==> config.mk <==
export PLATFORM = sky130hd
export DESIGN_NAME = bcd_counter_multi_flat
export DESIGN_NICKNAME = d
export VERILOG_FILES = /design/src/rtl/bcd_counter_multi_if.sv /design/src/rtl/bcd_counter_multi.sv /design/src/flat_wrapper.sv
export SDC_FILE = /design/constraint.sdc
export NUM_CORES = 1
export LEC_CHECK = 0
export CAP_MARGIN = 15
export CORE_MARGIN = 1
export CORE_UTILIZATION = 37
export CTS_CLUSTER_SIZE = 16
export DETAILED_ROUTE_END_ITERATION = 10
export MAX_ROUTING_LAYER = met4
export SETUP_SLACK_MARGIN = 0.3
export SYNTH_ARGS = -nofsm -noshare
export SYNTH_HDL_FRONTEND = slang
export SYNTH_SLANG_ARGS = --single-unit
==> constraint.sdc <==
create_clock -name clk -period 2.82 [get_ports clk]
set_input_delay 0.423 -clock clk [delete_from_list [all_inputs] [get_ports clk]]
set_output_delay 0.423 -clock clk [all_outputs]
set_load 0.01 [all_outputs]
==> src/rtl/bcd_counter_multi_if.sv <==
// Control and result bundle for bcd_counter_multi.
// The host side drives the controls and the counter side drives the results.
interface bcd_counter_multi_if #(
    parameter int unsigned DIGITS = 2
);
    localparam int unsigned W = 4 * DIGITS;

    logic         en;
    logic         up;
    logic         load;
    logic [W-1:0] load_val;
    logic [W-1:0] out;
    logic         tc;
    logic         bad_load;

    modport master (
        output en, up, load, load_val,
        input  out, tc, bad_load
    );

    modport slave (
        input  en, up, load, load_val,
        output out, tc, bad_load
    );
endinterface

==> src/rtl/bcd_counter_multi.sv <==
// Multi-decade up/down decimal counter with parallel load and a selectable output code.
// Digits are held internally as 8421 BCD. The output is re-encoded as 8421 BCD,
// 2421 (Aiken) or excess-3.
// Optional feature: define BCD_COUNTER_SATURATE_EN to make the counter saturate.
// With it defined, the counter holds at the terminal value instead of wrapping,
// and tc is a level that stays high while the counter is held there.
module bcd_counter_multi #(
    parameter int unsigned DIGITS = 2,
    parameter int unsigned CODE   = 1
) (
    input  logic                   clk,
    input  logic                   rst,
    bcd_counter_multi_if.slave     bus
);
    localparam int unsigned W = 4 * DIGITS;

    logic [3:0]   dig_q   [DIGITS];
    logic [3:0]   nxt_dig [DIGITS];
    logic [W-1:0] out_q;
    logic [W-1:0] nxt_out;
    logic         tc_q;
    logic         nxt_tc;
    logic         bad_q;
    logic         nxt_bad;
    logic         carry;
    logic [3:0]   ld;

    // Map one 8421 digit onto the selected output code.
    function automatic logic [3:0] encode(input logic [3:0] d);
        logic [3:0] r;
        if (CODE == 0) begin
            r = d;
        end else if (CODE == 2) begin
            r = 4'(d + 4'd3);
        end else begin
            // Aiken: the upper half of the range sits 6 above its 8421 value
            r = (d >= 4'd5) ? 4'(d + 4'd6) : d;
        end
        return r;
    endfunction

    // Next-state logic: load, then a counting step with a ripple carry/borrow, then hold.
    always_comb begin
        nxt_dig = dig_q;
        nxt_tc  = 1'b0;
        nxt_bad = bad_q;
        nxt_out = '0;
        carry   = 1'b0;
        ld      = '0;
        if (bus.load) begin
            nxt_bad = 1'b0;
            for (int unsigned i = 0; i < DIGITS; i++) begin
                ld = bus.load_val[4*i +: 4];
                if (ld > 4'd9) begin
                    nxt_dig[i] = 4'd0;
                    nxt_bad    = 1'b1;
                end else begin
                    nxt_dig[i] = ld;
                end
            end
        end else if (bus.en) begin
            carry = 1'b1;
            for (int unsigned i = 0; i < DIGITS; i++) begin
                if (carry) begin
                    if (bus.up) begin
                        if (dig_q[i] == 4'd9) begin
                            nxt_dig[i] = 4'd0;
                        end else begin
                            nxt_dig[i] = 4'(dig_q[i] + 4'd1);
                            carry      = 1'b0;
                        end
                    end else begin
                        if (dig_q[i] == 4'd0) begin
                            nxt_dig[i] = 4'd9;
                        end else begin
                            nxt_dig[i] = 4'(dig_q[i] - 4'd1);
                            carry      = 1'b0;
                        end
                    end
                end
            end
            // The carry leaving the top digit means the count was at its terminal value
            if (carry) begin
                nxt_tc = 1'b1;
`ifdef BCD_COUNTER_SATURATE_EN
                nxt_dig = dig_q;
`endif
            end
        end
        for (int unsigned i = 0; i < DIGITS; i++) begin
            nxt_out[4*i +: 4] = encode(nxt_dig[i]);
        end
    end

    // State and output registers; out is encoded from the next state, so it adds no latency.
    always_ff @(posedge clk or posedge rst) begin
        if (rst) begin
            for (int unsigned i = 0; i < DIGITS; i++) begin
                dig_q[i]          <= 4'd0;
                out_q[4*i +: 4]   <= encode(4'd0);
            end
            tc_q  <= 1'b0;
            bad_q <= 1'b0;
        end else begin
            dig_q <= nxt_dig;
            out_q <= nxt_out;
            tc_q  <= nxt_tc;
            bad_q <= nxt_bad;
        end
    end

    assign bus.out      = out_q;
    assign bus.tc       = tc_q;
    assign bus.bad_load = bad_q;
endmodule

==> src/flat_wrapper.sv <==
// flat-port wrapper written by rule: the top's interface ports become plain ports
module bcd_counter_multi_flat 
#(
    parameter int unsigned DIGITS = 2,
    parameter int unsigned CODE   = 1
)
  (clk, rst, bus_en, bus_up, bus_load, bus_load_val, bus_out, bus_tc, bus_bad_load);
  bcd_counter_multi_if #(.DIGITS(DIGITS)) bus_i ();
  input  logic clk;
  input  logic rst;
  input wire logic [$bits(bus_i.en)-1:0] bus_en;
  input wire logic [$bits(bus_i.up)-1:0] bus_up;
  input wire logic [$bits(bus_i.load)-1:0] bus_load;
  input wire logic [$bits(bus_i.load_val)-1:0] bus_load_val;
  output wire logic [$bits(bus_i.out)-1:0] bus_out;
  output wire logic [$bits(bus_i.tc)-1:0] bus_tc;
  output wire logic [$bits(bus_i.bad_load)-1:0] bus_bad_load;
  assign bus_i.en = bus_en;
  assign bus_i.up = bus_up;
  assign bus_i.load = bus_load;
  assign bus_i.load_val = bus_load_val;
  assign bus_out = bus_i.out;
  assign bus_tc = bus_i.tc;
  assign bus_bad_load = bus_i.bad_load;
  bcd_counter_multi #(.DIGITS(DIGITS), .CODE(CODE)) u_core (.clk(clk), .rst(rst), .bus(bus_i));
endmodule
==> key figures <==
Synthesis
  • Syn nets: 154
  • EDFF count, synth: 0
  • Netlist cell types: 50
  • Cell Area, Synth: approximately 1200 um2
  • Yosys reg bits: 16
  • Synth async-reset ratio: 100.0%
  • Seq/Total Area, Yosys: 32.29%
  • Post-synthesis average cell area: just under 9 um2
  • Gate Count Post-Synth: 139
  • Synth Flop Type: dfrtp_1
  • Yosys Warn Count: 0

Floorplan
  • Chip height: 59.89 um
  • Initial Utilization: between 30% and 40%
  • Die ar.: 3587 um2
  • I/O pin count: 23
  • Die X-Extent: 59.89 um
  • Core area: approximately 3100 um2
  • Row count: 20

Placement
  • Hpwl dp: 2119 um
  • Final weighted congestion in routability-driven placement: 0.8572
  • Placed Area: 1474 um2
  • PortBufs: 22

Clock tree
  • Clock Tree Root: clkbuf_4
  • Cts hold-fix bufs: 0
  • CTS tree: yes
  • Clock sink count: 16
  • TritonCTS buffer count: 3
  • Post-CTS Setup Repair Bufs: 0
  • Clock transition at path regs: 0.10 ns
  • CTS resizes: 0
  • Clock Latency Late Sink: 0.29 ns
  • Htree depth: 1
  • CTS max path bufs: 2

Power and ir drop
  • P_int: 464.7 uW
  • Cell Pwr Density: around 460 nW/um2
  • Power share of the sequential group: 42.7%
  • Sw Share: 33.71%
  • Clock network power share: 22.2%
  • Leak pwr: 0.0006094 uW
  • Comb power frac: a little over a third
  • Sw power: 236.3 uW
  • VDD IR max: 0.2746 mV

STA
  • Actual slew at the worst max-slew pin: just over 0.6 ns
  • Slew headroom: 58.82%
  • Max Clock Freq: 437.4 MHz
  • RSZ-0062 raised after global routing: no
  • TNS Setup: 0 ns
  • Final Slew Violations: 0
  • Part of the cycle the worst path needs: 81.07%
  • Setup violations, final: 0
  • Clk_skew: 0.002370 ns
  • Fin. Hold Viols: 0
  • Final Critical Period: between 2 and 2.5 ns

Setup path
  • Critical path, cell by cell: clkdlybuf4s50_1 > buf_4 > or3_4 > o22ai_1 > a311oi_2 > o21ai_2 > inv_1 > ha_1 > o21ai_1 > o21a_1
  • Max FO, Critical Path: 9
  • Reg2reg setup slack: 0.54 ns
  • Crit-path slowest cell: clkdlybuf4s50_1
  • CP max stage delay: 0.48 ns
  • CP arrival: approximately 2.5 ns
  • CP Class: in -> reg
  • Startpoint Class: input port
  • Crit. End Element: register
  • Required @ worst endpoint: about 3.0 ns

Route
  • Met2 routed WL: 1324 um
  • Residual DRC: 0
  • Via density: 5.250
  • Final wirelength: 2784 um
  • Met1 WL: roughly 1300 um
  • Met3 wire len: 105 um
  • WL/cell: 13.65 um
  • Vias: 1071
  • Number of nets with antenna violations after routing: 0
  • First DRT Iteration DRCs: 73
  • Pre-Repair DR Iteration Count: 4
  • Uppermost layer routed: met4

Run status
  • Run status: finished, final reports clean

Cells and area
  • Layout cells sized above 1: 15.00%
  • Area of the multi-input gates: roughly 700 um2
  • Most frequent cells in the layout: clkdlybuf4s50_1 (22), dfrtp_1 (16), inv_1 (11), a21oi_1 (11), o21ai_0 (9)
  • Fillers: roughly 330
  • Register area: 400.4 um2
  • Antenna diodes: 0
  • Commonest non-fill, non-tap cell in the layout: clkdlybuf4s50_1
  • Post-route cell area: about 1500 um2
  • Area Growth Syn to Fin: 21.80%
  • Final nets: 176

Run
  • Max-Cap Viols: 0

Global route
  • Largest net degree at the start of global routing: 17
  • Vias in the first global route: 1010
  • First-pass GRT wire length: 4788 um
  • Initial antenna violation count: 0
  • Total grt overflow: 0
  • GRT Total Usage: 18.11%

Worst hold path
  • Class of the worst hold path: in -> async
-- power by group through the flow --
stage	registers (uW)	clock network [uW]	logic [uW]
floorplan	286	0	179
global route	304	172	271
finish	300	156	246
detailed placement	303	0	246
global placement	302	0	241
CTS	299	163	248
-- worst paths after layout --
path | from | to | cells past startpoint
max reg2reg | u_core.dig_q[4] | u_core.bus.out[6] | 8
max | bus_up | u_core.bus.out[6] | 10
min reg2reg | u_core.bus.bad_load | u_core.bus.bad_load | 2
max in group asynchronous | rst | u_core.dig_q[6] | 2
min in group clk | u_core.bus.bad_load | u_core.bus.bad_load | 2
min | rst | u_core.dig_q[2] | 2
-- sequential cells by signal (all words and copies together), names as in the netlist --
register / flops
u_core.bus.tc: 1
u_core.bus.out: 6
u_core.dig_q: 8
u_core.bus.bad_load: 1
-- cell families (layout without fill, tap and decap cells) --
family / Yosys count / count (layout) / share of synthesized area [%]
AO/OA/AOI/OAI: 50 / 50 / 30.88
AND/OR/NAND/NOR: 39 / 39 / 17.86
buffers and inverters: 24 / 45 / 11.20
flip-flops: 16 / 16 / 32.29
XOR/XNOR: 7 / 7 / 4.945
adder cells (fa/ha/maj): 2 / 2 / 2.018
multiplexers: 1 / 1 / 0.8073
-- cell type report --
class,count,area share (%)
clock buffers,4,2.403
inverters,12,2.983
multi-input cells,99,46.40
flip-flops and latches,16,26.51
well taps,44,3.645
repair buffers,29,18.06
-- critical path, delay by kind of cell --
family | cells | cell delay, ns
buffers and inverters | 3 | 0.74
adder cells (fa/ha/maj) | 1 | 0.26
AO/OA/AOI/OAI | 5 | 0.65
AND/OR/NAND/NOR | 1 | 0.40
-- per-stage QoR --
step / total power, uW / std cells / utilization [%] / worst slack, ns / hold slack (ns)
floorplan: 464.4 / 139 / - / 0.6684 / 0.3367
global placement: 542.7 / 200 / 47.12 / 0.2485 / 0.5407
detailed placement: 549.2 / 200 / 47.12 / 0.2247 / 0.5345
CTS: 709.8 / 204 / 48.28 / 0.5305 / 0.5347
global route: 747.0 / 204 / 48.28 / 0.3386 / 0.5766
finish: 701.0 / 204 / 48.28 / 0.5337 / 0.5113
-- metal layers --
| metal | vias to the layer above | GRT usage [%] |
|---|---|---|
| met2 | 24 | 28.57 |
| met4 | 0 | 6.312 |
| met1 | 499 | 23.66 |
| li1 | 542 | - |
| met3 | 6 | 2.597 |
| met5 | - | - |
-- cells in the mapped netlist, types with 2 or more instances --
library cell | number | area share [%]
o21a_1 | 3 | 1.8
buf_6 | 3 | 2.7
dfrtp_1 | 16 | 32
clkbuf_1 | 3 | 0.91
nand2b_1 | 4 | 2.0
inv_1 | 11 | 3.3
nand3_1 | 6 | 2.4
or3_1 | 2 | 1.0
or3_4 | 2 | 1.8
o21ai_0 | 9 | 3.6
o21ai_1 | 3 | 1.2
nor3_1 | 3 | 1.2
a21oi_1 | 11 | 4.4
nor2_1 | 8 | 2.4
o21ai_2 | 2 | 1.4
nand2_1 | 6 | 1.8
xor2_1 | 3 | 2.1
buf_4 | 4 | 2.4
xnor2_1 | 4 | 2.8
nor4_1 | 2 | 1.0
a21o_1 | 3 | 1.8
ha_1 | 2 | 2.0
a31oi_1 | 2 | 1.0
(Power assumes the default switching activity.)
